[config.mk]
export PLATFORM = sky130hd
export DESIGN_NAME = csa_stream_accumulator
export DESIGN_NICKNAME = d
export VERILOG_FILES = /design/src/rtl/csa_stream_accumulator.sv
export SDC_FILE = /design/constraint.sdc
export NUM_CORES = 1
export LEC_CHECK = 0
export CORE_MARGIN = 2
export CORE_UTILIZATION = 55
export DETAILED_ROUTE_END_ITERATION = 16
export GPL_ROUTABILITY_DRIVEN = 0
export PLACE_DENSITY = 0.8
export SKIP_LAST_GASP = 1
export SLEW_MARGIN = 20
export SYNTH_ARGS = -nofsm -noshare
export SYNTH_HDL_FRONTEND = slang
export SYNTH_SLANG_ARGS = --single-unit
export TNS_END_PERCENT = 10
[constraint.sdc]
create_clock -name clk -period 3 [get_ports clk]
set_input_delay 0.3 -clock clk [delete_from_list [all_inputs] [get_ports clk]]
set_output_delay 0.3 -clock clk [all_outputs]
set_load 0.005 [all_outputs]
[src/rtl/csa_stream_accumulator.sv]
// -----------------------------------------------------------------------------
// csa_stream_accumulator
//   Streaming multi-operand accumulator. The running total is kept in
//   carry-save form (S, C), so each accepted operand costs one 3:2 row and no
//   carry propagation. After the last operand, S+C is resolved RES_BITS per
//   cycle through a small ripple slice. The total is then held on a
//   valid/ready output until the consumer takes it.
//
// Ports
//   clk        in   1      clock, rising edge
//   rst_n      in   1      asynchronous active-low reset
//   in_valid   in   1      operand beat valid
//   in_ready   out  1      accumulator accepts a beat (ACCUM state only)
//   in_data    in   WIDTH  unsigned operand
//   in_last    in   1      final beat of the transaction
//   out_valid  out  1      resolved result available (OUTPUT state)
//   out_ready  in   1      consumer takes the result
//   out_sum    out  ACC_W  resolved total mod 2^ACC_W
//   out_count  out  CW     operands accepted, saturating
//   out_ovf    out  1      sticky: more than MAX_OPS operands accepted
// -----------------------------------------------------------------------------
module csa_stream_accumulator #(
  parameter int WIDTH    = 4,
  parameter int MAX_OPS  = 16,
  parameter int RES_BITS = 2,
  localparam int ACC_W   = WIDTH + $clog2(MAX_OPS),
  localparam int CW      = $clog2(MAX_OPS) + 1
) (
  input  logic             clk,
  input  logic             rst_n,
  input  logic             in_valid,
  output logic             in_ready,
  input  logic [WIDTH-1:0] in_data,
  input  logic             in_last,
  output logic             out_valid,
  input  logic             out_ready,
  output logic [ACC_W-1:0] out_sum,
  output logic [CW-1:0]    out_count,
  output logic             out_ovf
);

  localparam int N_RES = (ACC_W + RES_BITS - 1) / RES_BITS;
  localparam int PAD_W = N_RES * RES_BITS;
  localparam int IDX_W = (N_RES > 1) ? $clog2(N_RES) : 1;
  localparam logic [IDX_W-1:0] LAST_IDX = IDX_W'(N_RES - 1);
  localparam logic [CW-1:0]    MAX_CNT  = CW'(MAX_OPS);

  typedef enum logic [1:0] {ACCUM, RESOLVE, OUTPUT} state_t;

  state_t             state, state_next;
  logic [ACC_W-1:0]   s_acc, c_acc;
  logic [PAD_W-1:0]   result;
  logic [CW-1:0]      count;
  logic               ovf;
  logic               cy;
  logic [IDX_W-1:0]   idx;

  logic               accept;
  logic [ACC_W-1:0]   x_ext;
  logic [ACC_W-1:0]   maj;
  logic [PAD_W-1:0]   s_pad, c_pad;
  logic [RES_BITS-1:0] s_sl, c_sl;
  logic [RES_BITS:0]  slice;

  function automatic logic [CW-1:0] sat_inc(input logic [CW-1:0] v);
    return (&v) ? v : v + 1'b1;
  endfunction

  // Reset forces in_ready low even though the reset state is ACCUM.
  assign in_ready  = rst_n & (state == ACCUM);
  assign out_valid = (state == OUTPUT);
  assign accept    = in_valid & in_ready;

  assign out_sum   = result[ACC_W-1:0];
  assign out_count = count;
  assign out_ovf   = ovf;

  // 3:2 compression of S, C and the new operand
  assign x_ext = ACC_W'(in_data);
  assign maj   = (s_acc & c_acc) | (s_acc & x_ext) | (c_acc & x_ext);

  // Resolve slice: S and C are zero-padded to a whole number of slices
  assign s_pad = PAD_W'(s_acc);
  assign c_pad = PAD_W'(c_acc);
  assign s_sl  = s_pad[idx*RES_BITS +: RES_BITS];
  assign c_sl  = c_pad[idx*RES_BITS +: RES_BITS];
  assign slice = {1'b0, s_sl} + {1'b0, c_sl} + {{RES_BITS{1'b0}}, cy};

  always_ff @(posedge clk or negedge rst_n) begin
    if (!rst_n) state <= ACCUM;
    else        state <= state_next;
  end

  always_comb begin
    state_next = state;
    case (state)
      ACCUM:   if (accept && in_last) state_next = RESOLVE;
      RESOLVE: if (idx == LAST_IDX)   state_next = OUTPUT;
      OUTPUT:  if (out_ready)         state_next = ACCUM;
      default:                        state_next = ACCUM;
    endcase
  end

  always_ff @(posedge clk or negedge rst_n) begin
    if (!rst_n) begin
      s_acc  <= '0;
      c_acc  <= '0;
      result <= '0;
      count  <= '0;
      ovf    <= 1'b0;
      cy     <= 1'b0;
      idx    <= '0;
    end else begin
      case (state)
        ACCUM: begin
          if (accept) begin
            s_acc <= s_acc ^ c_acc ^ x_ext;
            c_acc <= {maj[ACC_W-2:0], 1'b0};
            count <= sat_inc(count);
            // count still holds the pre-increment value: this flags beat MAX_OPS+1
            ovf   <= ovf | (count == MAX_CNT);
            if (in_last) begin
              cy  <= 1'b0;
              idx <= '0;
            end
          end
        end
        RESOLVE: begin
          result[idx*RES_BITS +: RES_BITS] <= slice[RES_BITS-1:0];
          cy  <= slice[RES_BITS];
          idx <= idx + 1'b1;
        end
        OUTPUT: begin
          if (out_ready) begin
            s_acc <= '0;
            c_acc <= '0;
            count <= '0;
            ovf   <= 1'b0;
          end
        end
        default: ;
      endcase
    end
  end

endmodule

==> reports/metrics.yaml <==
status: "completed"
drc: 0
switching_power_mw: 1.001
dieWidth_um: 64.47
p_sw_share_pct: 40.97
yosys_warnings: 0
use_met3_pct: 5.035
worst_ep_arrival_time_ns: 2.63
worst_slew_pin_slew_ns: 0.6755
hp-class: "input port to async pin"
met1_usage_pct: 29.87
fp.dieH_um: 64.47
crit_type: "flip-flop to flip-flop"
area_growth_pct: 17.73
vias: 1440
synth_area_per_cell_um2: 10.47
ioPinCount: 25
whs_ns: 0.3443
r2r_slack_ns: 0.66
synth_nets: 218
slew_violations: 0
viasPerCell: 5.393
crit_fanout: 4
clk_pin_slew_ns: 0.11
grt_use_met2_pct: 36.33
rr_endpoint: "out_sum[5]"
clockRootBuffer: "clkbuf_4"
fin_cells: 267
setup_violations: 0
setup_slack_ns: 0.6575
pre_cts_slack_ns: 0.6394
p_comb_share_pct: 50.0
clock_sinks: 34
cts_buffers: 5
die_area_um2: 4156
globalRouteOverflowTotal: 0
worstSetupStartpointType: "flip-flop"
initial_utilization_pct: 58.86
tns_ns: 0
period_share_pct: 78.08
internal_power_mw: 1.443
grt_max_degree: 21
hold_violations: 0
dp_cells: 258
worst_ir_drop_vdd_mv: 0.5323
slew_headroom_pct: 54.97
synth_top_area_cell: "dfrtp_1"
synth_cells: 192
crit_required_ns: 3.28
wl_per_cell_um: 15.16
yosysUniqueCellTypes: 38
drtAntennaViolNets: 0
yosys.area.top_type_share_pct: 42.31
grt_antenna_before_repair: 0
grt_pass1_vias: 1524
grt.busiest_layer: "met2"
rsz0062_at_grt: "false"
synth_seq_cells: 34
clock_skew_ns: 0.01291
pwr_density_cell_nw_per_um2: 1033
drtPass1Iterations: 4
htree_num_levels: 2
rows: 21
clk_latency_ns: 0.34
min_period_ns: 2.343
clkPwrFrac_pct: 12.9
grt_pass1_wl_mm: 7.148
fmax_ghz: 0.4269
most-common-layout-cells: "dfrtp_1, inv_1, nand2_1, clkdlybuf4s50_1, mux2i_1"
crit_path_end_kind: "flip-flop"
syn_area_um2: 2011
grtUsageTotal_pct: 22.31
rr_startpoint: "idx[0]"
drt_iter0_drc: 115
final_common_cell: "dfrtp_1"
drt-total-wl_mm: 4.048
core_um2: 3416
clk_path_buf_depth: 2
reg2regPathDepth: 6
port_buffers: 24
tritoncts: "built"
drive_above_1_share_pct: 9.955
nets: 246
antenna_cells: 0
hpwl_mm: 3.080
seq_area_frac_synth_pct: 42.31
cellLeakagePower_nw: 1.102
synth.area.top_cells: "dfrtp_1, mux2i_1, ha_1"
pwr-share-seq_pct: 37.1
maxCapViolations: 0
[kinds of logic (layout without fill, tap and decap cells)]
| kind of cell | after synthesis | in the layout | share of synthesized area [%] |
|---|---|---|---|
| compound gates | 26 | 26 | 8.899 |
| buf+inv | 35 | 64 | 7.778 |
| simple gates | 56 | 56 | 14.56 |
| fa+ha+maj | 17 | 17 | 12.45 |
| flops | 34 | 34 | 42.32 |
| mux | 24 | 24 | 14.00 |
[flip-flops by register name (all words and copies together), names as in the netlist]
name	cells
out_ovf	1
out_count	5
idx	2
out_sum	8
cy	1
s_acc	8
state	2
c_acc	7
[power by group through the flow]
stage          clock network, mW  logic, mW  registers [mW]
2_1_floorplan                  0      0.896           0.812
3_3_place_gp                   0       1.17           0.898
3_5_place_dp                   0       1.23           0.918
4_1_cts                    0.322       1.23           0.907
5_1_grt                    0.344       1.40           0.937
6_report                   0.315       1.22           0.907
[stage by stage]
| stage | total power, mW | util [%] | area [um2] |
|---|---|---|---|
| finish | 2.444 | 69.30 | 2367 |
| global route | 2.678 | 69.30 | 2367 |
| floorplan | 1.709 | - | 2011 |
| CTS | 2.462 | 69.30 | 2367 |
| detailed placement | 2.146 | 66.70 | 2278 |
| global placement | 2.065 | 66.70 | 2278 |
[cell type report]
cell class	count	area [um2]
Fill cell	273	1049
Multi-Input combinational cell	123	1003
Sequential cell	34	850.8
Timing Repair Buffer	29	275.3
Inverter	27	101.3
Clock buffer	8	78.83
Tap cell	46	57.56
[how the worst max path moves through the flow]
stage	startpoint	endpoint	slack, ns	cells after the start
2_1_floorplan	idx[0]	out_sum[5]	0.51	7
6_report	idx[0]	out_sum[5]	0.66	6
3_5_place_dp	idx[0]	out_sum[5]	0.64	6
3_3_place_gp	s_acc[2]	out_sum[5]	0.68	6
4_1_cts	idx[0]	out_sum[5]	0.63	6
5_1_grt	idx[0]	out_sum[5]	0.48	8
[cells in the mapped netlist]
master,count
a31oi_1,1
nor4b_1,1
nand4bb_2,1
o211ai_1,1
a21oi_1,4
mux2_2,3
nand2_1,27
a21oi_2,1
dfrtp_1,34
a21oi_4,1
a22o_1,1
nor3b_1,1
mux2i_1,18
ha_1,12
fa_1,5
o31ai_1,3
nand3b_1,4
nor3_1,1
inv_1,27
nand2b_1,4
or4_1,2
o21ai_1,3
buf_8,1
o2bb2ai_1,1
nand3_1,4
o22ai_1,1
clkbuf_1,1
a211oi_1,1
nor2b_1,2
nor2_1,5
buf_6,1
buf_2,5
o21ai_0,5
mux4_2,3
a41oi_1,1
nor4bb_1,2
and3_1,2
o41ai_1,2
[metal layers]
metal	vias up	share of wire (%)	routed length, um
met4	0	1.1	45
met5	-	0	0
li1	702	-	-
met1	702	44	1799
met2	31	51	2056
met3	5	3.6	146
[what timing repair did]
action | 4_1_cts | 5_1_grt
endpoints found under the hold margin | 8 | 0
resized for setup | 0 | 0
setup buffers | 0 | 0
hold buffers | 1 | 0
[critical path, stage by stage, from the launching register on]
cell,delay (ns)
dfrtp_1,0.38
mux4_2,0.53
fa_1,0.41
inv_1,0.08
fa_1,0.47
nor4b_1,0.25
mux2_2,0.19
Power figures use the tool's default switching activity.
